## src/rtl/ram_bist_pkg.sv

```systemverilog
// Shared definitions for the March RAM BIST controller: FSM encoding, element
// indices and the per-element behaviour tables.
package ram_bist_pkg;

    localparam int         BIST_DW  = 8;
    localparam int         BIST_AW  = 4;
    localparam logic [7:0] BIST_PAT = 8'h55;

    typedef enum logic [2:0] {
        ST_IDLE = 3'd0,
        ST_WR   = 3'd1,
        ST_RD   = 3'd2,
        ST_CHK  = 3'd3,
        ST_NXT  = 3'd4,
        ST_FIN  = 3'd5
    } state_e;

    typedef logic [1:0] elem_t;

    localparam elem_t M0 = 2'd0;
    localparam elem_t M1 = 2'd1;
    localparam elem_t M2 = 2'd2;
    localparam elem_t M3 = 2'd3;

    // Bit i of each table describes element Mi.
    localparam logic [3:0] ELEM_DOWN   = 4'b1100;
    localparam logic [3:0] ELEM_RD     = 4'b1110;
    localparam logic [3:0] ELEM_WR     = 4'b0111;
    localparam logic [3:0] ELEM_RD_INV = 4'b0100;
    localparam logic [3:0] ELEM_WR_INV = 4'b0010;

    function automatic state_e first_state(input elem_t e);
        return ELEM_RD[e] ? ST_RD : ST_WR;
    endfunction

endpackage

```

## src/rtl/bist_addr_gen.sv

```systemverilog
// Up/down address counter for the BIST controller, with load, step and a flag
// marking the final address of the current sweep direction.
module bist_addr_gen #(
    parameter int AW = 4
) (
    input  logic          clk,
    input  logic          rst_n,
    input  logic          load_i,
    input  logic          step_i,
    input  logic          down_i,
    input  logic [AW-1:0] load_val_i,
    output logic [AW-1:0] addr_o,
    output logic          last_o
);

    logic [AW-1:0] addr_q;

    always_ff @(posedge clk or negedge rst_n) begin
        if (!rst_n) begin
            addr_q <= '0;
        end else if (load_i) begin
            addr_q <= load_val_i;
        end else if (step_i) begin
            addr_q <= down_i ? (addr_q - AW'(1)) : (addr_q + AW'(1));
        end
    end

    assign addr_o = addr_q;
    assign last_o = down_i ? (addr_q == '0) : (addr_q == {AW{1'b1}});

endmodule

```

## src/rtl/ram_bist_ctrl.sv

```systemverilog
// March BIST initiator driving a single-port synchronous RAM directly.
// Optional macro BIST_STOP_ON_FAIL_EN ends the test at the first mismatch.
module ram_bist_ctrl
    import ram_bist_pkg::*;
#(
    parameter int            DW  = BIST_DW,
    parameter int            AW  = BIST_AW,
    parameter logic [DW-1:0] PAT = DW'(BIST_PAT)
) (
    input  logic          clk,
    input  logic          rst_n,
    input  logic          start,
    output logic          busy,
    output logic          done,
    output logic          pass,
    output logic [AW-1:0] fail_addr,
    output logic [DW-1:0] fail_data,
    output logic [DW-1:0] d,
    output logic [AW-1:0] addr,
    output logic          cs,
    output logic          rw,
    input  logic [DW-1:0] o
);

    state_e        state_q;
    elem_t         elem_q;
    logic          busy_q, done_q, pass_q, cs_q, rw_q;
    logic [AW-1:0] fail_addr_q;
    logic [DW-1:0] fail_data_q, d_q;

    logic          addr_last, ag_load, ag_step;
    logic [AW-1:0] ag_load_val;
    logic [DW-1:0] exp_data, wr_data, acc_wdata;
    logic          mismatch, stop_now, adv, elem_end, fin_now, issue;
    elem_t         elem_nxt, acc_elem;

    assign elem_nxt = elem_q + 2'd1;
    assign exp_data = ELEM_RD_INV[elem_q] ? ~PAT : PAT;
    assign wr_data  = ELEM_WR_INV[elem_q] ? ~PAT : PAT;
    assign mismatch = (state_q == ST_CHK) && (o != exp_data);

`ifdef BIST_STOP_ON_FAIL_EN
    assign stop_now = mismatch;
`else
    assign stop_now = 1'b0;
`endif

    // adv marks the last cycle spent on the current address.
    assign adv      = (state_q == ST_WR) ||
                      ((state_q == ST_CHK) && !stop_now && !ELEM_WR[elem_q]);
    assign elem_end = adv && addr_last;
    assign fin_now  = stop_now || (elem_end && (elem_q == M3));
    assign issue    = ((state_q == ST_IDLE) && start) || (adv && !fin_now);

    always_comb begin
        acc_elem = elem_q;
        if (state_q == ST_IDLE) begin
            acc_elem = M0;
        end else if (elem_end) begin
            acc_elem = elem_nxt;
        end
        acc_wdata = ELEM_WR_INV[acc_elem] ? ~PAT : PAT;
    end

    // A new element reloads the counter with its own starting corner.
    always_comb begin
        ag_load     = 1'b0;
        ag_step     = 1'b0;
        ag_load_val = '0;
        if (issue && (state_q == ST_IDLE || elem_end)) begin
            ag_load     = 1'b1;
            ag_load_val = ELEM_DOWN[acc_elem] ? {AW{1'b1}} : '0;
        end else if (adv && !addr_last) begin
            ag_step = 1'b1;
        end
    end

    bist_addr_gen #(.AW(AW)) u_addr_gen (
        .clk        (clk),
        .rst_n      (rst_n),
        .load_i     (ag_load),
        .step_i     (ag_step),
        .down_i     (ELEM_DOWN[elem_q]),
        .load_val_i (ag_load_val),
        .addr_o     (addr),
        .last_o     (addr_last)
    );

    always_ff @(posedge clk or negedge rst_n) begin
        if (!rst_n) begin
            state_q     <= ST_IDLE;
            elem_q      <= M0;
            busy_q      <= 1'b0;
            done_q      <= 1'b0;
            pass_q      <= 1'b0;
            fail_addr_q <= '0;
            fail_data_q <= '0;
            d_q         <= '0;
            cs_q        <= 1'b0;
            rw_q        <= 1'b1;
        end else begin
            done_q <= 1'b0;
            case (state_q)
                ST_IDLE: begin
                    if (start) begin
                        busy_q <= 1'b1;
                        pass_q <= 1'b1;
                    end
                end
                ST_RD: begin
                    state_q <= ST_CHK;
                    cs_q    <= 1'b0;
                    rw_q    <= 1'b1;
                end
                ST_CHK: begin
                    if (mismatch && pass_q) begin
                        pass_q      <= 1'b0;
                        fail_addr_q <= addr;
                        fail_data_q <= o;
                    end
                    if (!stop_now && ELEM_WR[elem_q]) begin
                        state_q <= ST_WR;
                        cs_q    <= 1'b1;
                        rw_q    <= 1'b0;
                        d_q     <= wr_data;
                    end
                end
                ST_WR: begin
                end
                ST_FIN: begin
                    state_q <= ST_IDLE;
                    busy_q  <= 1'b0;
                end
                default: begin
                    state_q <= ST_IDLE;
                    busy_q  <= 1'b0;
                    cs_q    <= 1'b0;
                    rw_q    <= 1'b1;
                end
            endcase

            if (issue) begin
                elem_q  <= acc_elem;
                state_q <= first_state(acc_elem);
                cs_q    <= 1'b1;
                rw_q    <= ELEM_RD[acc_elem];
                if (!ELEM_RD[acc_elem]) begin
                    d_q <= acc_wdata;
                end
            end

            if (fin_now) begin
                state_q <= ST_FIN;
                cs_q    <= 1'b0;
                rw_q    <= 1'b1;
                done_q  <= 1'b1;
            end
        end
    end

    assign busy      = busy_q;
    assign done      = done_q;
    assign pass      = pass_q;
    assign fail_addr = fail_addr_q;
    assign fail_data = fail_data_q;
    assign d         = d_q;
    assign cs        = cs_q;
    assign rw        = rw_q;

endmodule

```

## config.mk

```make
export PLATFORM = sky130hd
export DESIGN_NAME = ram_bist_ctrl
export DESIGN_NICKNAME = d
export VERILOG_FILES = /design/src/rtl/ram_bist_pkg.sv /design/src/rtl/bist_addr_gen.sv /design/src/rtl/ram_bist_ctrl.sv
export SDC_FILE = /design/constraint.sdc
export NUM_CORES = 1
export LEC_CHECK = 0
export ABC_CLOCK_PERIOD_IN_PS = 1900
export CELL_PAD_IN_SITES_DETAIL_PLACEMENT = 1
export CELL_PAD_IN_SITES_GLOBAL_PLACEMENT = 2
export CORE_MARGIN = 3
export CORE_UTILIZATION = 28
export DETAILED_ROUTE_END_ITERATION = 10
export PLACE_DENSITY = 0.86
export SYNTH_ARGS = -nofsm -noshare
export SYNTH_HDL_FRONTEND = slang
export SYNTH_SLANG_ARGS = --single-unit
```

## constraint.sdc

```tcl
create_clock -name clk -period 1.9 [get_ports clk]
set_input_delay 0.19 -clock clk [delete_from_list [all_inputs] [get_ports clk]]
set_output_delay 0.19 -clock clk [all_outputs]
set_load 0.05 [all_outputs]
```

After elaboration in Yosys (flattened, before gate mapping) --
Cells that the tools add are included.
Word-level totals: input bits 11, word-level logic and storage cells 106, flip-flop bits (word level) 34, output and inout bits 29
Cells by class: order comparisons 2, add/subtract/negate cells 3, multiplexer cells 50, equal/unequal tests 12, reductions and logical operators 27, bitwise operators 1
Operators by type and width (count):
- 2-to-1 mux 8 bit | 7
- 2-to-1 mux 1 bit | 20
- 2-to-1 mux 4 bit | 5
- binary-select mux 1 bit (select 2 bit) | 7
- logical AND 1 bit | 9
- 2-to-1 mux 3 bit | 3
- one-hot mux 3 bit (3 select lines) | 1
- inequality test 8 bit | 1
- one-hot mux 1 bit (2 select lines) | 4
- AND reduction 2 bit | 4
- equality test 3 x 2 -> 1 bit, second input constant | 2
- < comparator 2 x 3 -> 1 bit, second input constant | 2
- 2-to-1 mux 2 bit | 3
- inequality test 3 x 1 -> 1 bit, second input constant | 2
- OR reduction 3 bit | 2
- adder 4 x 1 -> 4 bit, second input constant | 1
- equality test 4 bit, second input constant | 1
- logical NOT 4 bit | 1
- inequality test 4 x 3 -> 1 bit, second input constant | 1
- nonzero test 2 bit | 2
- subtractor 4 x 1 -> 4 bit, second input constant | 1
- equality test 3 x 1 -> 1 bit, second input constant | 1
- equality test 3 bit, second input constant | 1
- logical NOT 1 bit | 3
- 9 further kinds | 11

Longest topological paths before layout --
depth after elaboration 14, mapped depth 8, gate-level depth less buffers 6

Hierarchy --
From an unflattened synthesis, not the netlist that was laid out.
Second synthesis, totals: cells, all modules 175, area total of the unflattened synthesis 1843.0 um^2
By module, submodules not included:
- ram_bist_ctrl | area an instance 1490.2 um^2, instances 1, seq. area each 752.0 um^2, cells each 137
- bist_addr_gen | area an instance 352.8 um^2, instances 1, seq. area each 100.1 um^2, cells each 38

Worst setup path after synthesis --
OpenSTA, ideal clock, no wires.
path kind flip-flop to flip-flop, start point reg u_addr_gen.addr_q[2], in the netlist u_addr_gen.addr_o[2], end point reg d_q[0], in the netlist d[0], buffers on the path 1, setup time 124 ps, required time 1776 ps, path slack -189 ps, arrival 1965 ps, period minus slack after synthesis 2089 ps, stages on the path, launching flop included 7, cells stage by stage dfrtp_1 > and4_1 > mux2_2 > buf_4 > a41oi_2 > a21boi_4 > a211o_1
On the way: longest elaborated chain between the ends 10, elaborated cells between the ends (all ways) 17, classes of those cells eq/ne: 1; mux: 10; reduce/logical: 6
Ends and longest elaborated chain:
- start, declared | RTL line bist_addr_gen.sv:16 | logic [AW-1:0] addr_q;
- start signal, assigned | RTL line bist_addr_gen.sv:22 | addr_q <= load_val_i;
- start signal, assigned | RTL line bist_addr_gen.sv:24 | addr_q <= down_i ? (addr_q - AW'(1)) : (addr_q + AW'(1));
- equality test 4 bit or logical NOT 4 bit (tied branches) | RTL line bist_addr_gen.sv:29 | assign last_o = down_i ? (addr_q == '0) : (addr_q == {AW{1'b1}});
- 2-to-1 mux 1 bit (*) | RTL line bist_addr_gen.sv:29
- logical AND 1 bit (*) | RTL line ram_bist_ctrl.sv:51 | assign elem_end = adv && addr_last;
- 2-to-1 mux 2 bit | RTL line ram_bist_ctrl.sv:59 | end else if (elem_end) begin
- 2-to-1 mux 2 bit | RTL line ram_bist_ctrl.sv:57 | if (state_q == ST_IDLE) begin
- binary-select mux 1 bit (select 2 bit) | RTL line ram_bist_ctrl.sv:62 | acc_wdata = ELEM_WR_INV[acc_elem] ? ~PAT : PAT;
- 2-to-1 mux 1 bit (not written as such) | RTL line ram_bist_ctrl.sv:62
- 2-to-1 mux 8 bit | RTL line ram_bist_ctrl.sv:62
- 2-to-1 mux 8 bit | RTL line ram_bist_ctrl.sv:147 | if (!ELEM_RD[acc_elem]) begin
- 2-to-1 mux 8 bit (*) | RTL line ram_bist_ctrl.sv:142 | if (issue) begin
- end signal, assigned | RTL line ram_bist_ctrl.sv:125 | d_q <= wr_data;
- end signal, assigned | RTL line ram_bist_ctrl.sv:148 | d_q <= acc_wdata;
- end, declared | RTL line ram_bist_ctrl.sv:29 | logic [DW-1:0] fail_data_q, d_q;
Mark *: on every way between the ends. The rest lies on a longest branch, timed or not. The select of a mux whose other input is x is not followed. A chain may end at the register's enable or synchronous reset.

Final worst setup path --
start point reg u_addr_gen.addr_q[3], in the netlist u_addr_gen.addr_o[3], end point reg u_addr_gen.addr_q[2], in the netlist u_addr_gen.addr_o[2]
On the way: longest elaborated chain between the ends 10, elaborated cells between the ends (all ways) 23, classes of those cells eq/ne: 1; mux: 11; reduce/logical: 11
Ends and longest elaborated chain:
- equality test 4 bit or logical NOT 4 bit (tied branches) | RTL line bist_addr_gen.sv:29
- 2-to-1 mux 1 bit (*) | RTL line bist_addr_gen.sv:29
- logical AND 1 bit | RTL line ram_bist_ctrl.sv:51
- 2-to-1 mux 2 bit or logical AND 1 bit (tied branches) | RTL line ram_bist_ctrl.sv:59, ram_bist_ctrl.sv:52
- 2-to-1 mux 2 bit or logical NOT 1 bit (tied branches) | RTL line ram_bist_ctrl.sv:57, ram_bist_ctrl.sv:53
- binary-select mux 1 bit (select 2 bit) or logical AND 1 bit (tied branches) | RTL line ram_bist_ctrl.sv:72, ram_bist_ctrl.sv:53
- 2-to-1 mux 1 bit (not written as such) or logical OR 1 bit (tied branches) | RTL line ram_bist_ctrl.sv:72, ram_bist_ctrl.sv:53
- 2-to-1 mux 4 bit or logical AND 1 bit (tied branches) | RTL line ram_bist_ctrl.sv:72, ram_bist_ctrl.sv:70
- 2-to-1 mux 4 bit or 2-to-1 mux 1 bit (tied branches) | RTL line ram_bist_ctrl.sv:70 | if (issue && (state_q == ST_IDLE || elem_end)) begin
- 2-to-1 mux 4 bit or nonzero test 2 bit (tied branches)
Marked as above.

==> run metrics <==
Root Buffer=clkbuf_8; initial antenna violation count=0; Area Overhead vs Synth=50.8%; WS Path Type=reg2reg; clk_lat worst skew=0.29 ns; final hold viol count=0; first-pass GRT wire length=7960 um; most common cell after layout, fill and taps aside=clkdlybuf4s50_1; syn_area_per_cell=around 11 um^2; Initial Utilization=0.294; hold_buf cts=0; startpoint types=flip-flop; Synth async-reset ratio=1.00; Cell variety after synth=49; worst rel slew slack=0.652; share of cells above drive strength 1=0.348; LEAKAGE=between 1 and 1.5 nW; CP top delay family=compound AO/OA/AOI/OAI gates; ys flop type=dfrtp_1; post-synthesis register bit count=34; delay of the slowest critical-path stage=0.43 ns; maximum fanout along the worst path=4; die area=7320 um^2; RSZ-0062 raised after global routing=yes; Synth Warn #=0; Worst Tran Pin Value=roughly 0.52 ns; sequential fraction of the synthesis area=0.481; fin crit share=0.977; GRT overflow=0; vias per cell=roughly 4.9; vias in the first global route=1628; worst hold path cell count=2; Max VDD drop=0.878 mV; min Tclk post-route=1.86 ns; most frequent cells in the layout=clkdlybuf4s50_1 (34), buf_4 (32), dfrtp_1 (27), mux2_2 (12); # diodes=0; Total Power=a little under 5 mW; routed wire length=4700 um; Max Fclk=about 540 MHz; CP max stage cell=dfrtp_2; CORE AREA=6030 um^2; Final Worst Setup Slack=about 0.044 ns; Vias=1507; crit end category=flip-flop; WP buf/inv=1; Clock Pin Slew Worst Setup and Hold Paths=roughly 0.070 ns; largest net degree at the start of global routing=35; hold crit path type=in2reg; gp weighted congestion=slightly below 0.8; worst reg-to-reg path cell count=6; Synth Cell Area=1770 um^2; WP depth=6; deepest clock path buffer count=2; H-tree lvl count=2; Port-buffer cells=39; final number of setup-violating endpoints=0; Top Ports=40; Die Ht=between 80 and 90 um; worst-path cell chain=and4_1 > mux2_2 > a311oi_2 > buf_4 > nand2b_1 > a31oi_1; PwrDens=1840 nW/um^2; Final Net Count=246; Setup Skew=0.00745 ns; status=complete, no violations; post-DP HPWL=3420 um; Required @ worst endpoint=2.10 ns; Yosys top cell by area=dfrtp_1; Yosys top cell area share=0.466; Die Wd=85.5 um; Final Max Slew Viols=0; leading post-synthesis cells by cell area=dfrtp_1 (47%), mux2_2 (7.6%), ha_1 (3.5%); DRT iter0 DRCs=35; syn_nets=178; DR WL/cell=15.4 um; TritonCTS clock tree=done; CP arrival=2.06 ns; Max-Cap Viols=0; pre-CTS worst setup slack=-0.250 ns; drt pass-1 iters=4; Final ANT Viol Nets=0; Cells after Synth=161; CTS buffer count=5; Rows=28; CTS sink count=34; Post-synth EDFFs=0; Total GRT Usage=0.138; DRC violations left=0
==> sequential cells by signal, indices dropped and copies added (netlist names) <==
signal	count
elem_q	2
done	1
busy	1
fail_addr	4
d	8
pass	1
cs	1
fail_data	8
rw	1
state_q	3
u_addr_gen.addr_o	4
==> final timing paths <==
path / start / endpoint / slack (ns)
min in group asynchronous: rst_n / fail_data[5] / 0.32
worst min register to register: d[2] / d[2] / 0.49
worst max register to register: u_addr_gen.addr_o[3] / u_addr_gen.addr_o[2] / 0.04
worst max-delay path: u_addr_gen.addr_o[3] / u_addr_gen.addr_o[2] / 0.04
max in group asynchronous: rst_n / rw / 1.23
worst min-delay path: o[4] / fail_data[4] / 0.26
==> cells by family (layout without fill, tap and decap cells) <==
kind of cell / count (synthesis) / in the layout / share of synthesized area
AND/OR/NAND/NOR: 52 / 52 / 0.169
AO/OA/AOI/OAI: 39 / 39 / 0.172
flip-flops: 34 / 34 / 0.481
buffers and inverters: 16 / 85 / 0.0459
multiplexers: 12 / 12 / 0.0763
adder cells (fa/ha/maj): 6 / 6 / 0.0466
XOR/XNOR: 2 / 2 / 0.00989
==> area by class of cell <==
type                            instances  area [um^2]
Inverter                                7         26.3
Tap cell                               75         93.8
Fill cell                             666         3350
Clock inverter                          3         68.8
Sequential cell                        34          860
Multi-Input combinational cell        111          923
Clock buffer                            5         68.8
Timing Repair Buffer                   70          631
==> per-stage QoR <==
step / area, um^2 / hold WS [ns] / TNS, ns / utilization / instances
2_1_floorplan: 1790 / -0.106 / -0.541 / - / 161
3_3_place_gp: 2430 / 0.482 / -4.27 / 0.403 / 294
3_5_place_dp: 2430 / 0.481 / -4.85 / 0.403 / 294
4_1_cts: 2570 / 0.331 / 0 / 0.426 / 302
5_1_grt: 2670 / 0.272 / -0.265 / 0.443 / 305
6_report: 2670 / 0.257 / 0 / 0.443 / 305
==> cell usage after synthesis, types with 2 or more instances <==
| cell type | count |
|---|---|
| a211o_1 | 4 |
| a21oi_1 | 10 |
| a311oi_1 | 2 |
| a31oi_1 | 3 |
| and3_1 | 3 |
| buf_2 | 2 |
| buf_6 | 2 |
| clkbuf_1 | 4 |
| dfrtp_1 | 33 |
| ha_1 | 5 |
| inv_1 | 7 |
| mux2_2 | 12 |
| nand2_1 | 11 |
| nand2b_1 | 4 |
| nand3_1 | 3 |
| nand3b_1 | 2 |
| nor2_1 | 10 |
| nor3_1 | 4 |
| nor3b_1 | 2 |
| nor4bb_1 | 2 |
| o21a_1 | 2 |
| o21ai_0 | 5 |
| or3_1 | 2 |
| xnor2_1 | 2 |
==> timing repair <==
item	CTS	global route
buffers inserted	0	3
gates resized for setup	1	19
pin swaps	0	6
endpoints found under the setup margin	2	26
==> power breakdown <==
part           switching, mW  total, mW  internal [mW]
logic                   1.70       2.92           1.22
registers              0.176       1.17          0.997
clock network          0.283      0.809          0.526
==> routing by layer <==
layer / part of all wire / track usage / routed length, um
met1: 0.46 / 0.174 / 2180
met2: 0.48 / 0.231 / 2240
met3: 0.054 / 0.0355 / 255
met4: 0.0074 / 0.0432 / 35
met5: 0 / 0 / 0
No activity file was read; power rests on OpenSTA's default activity.
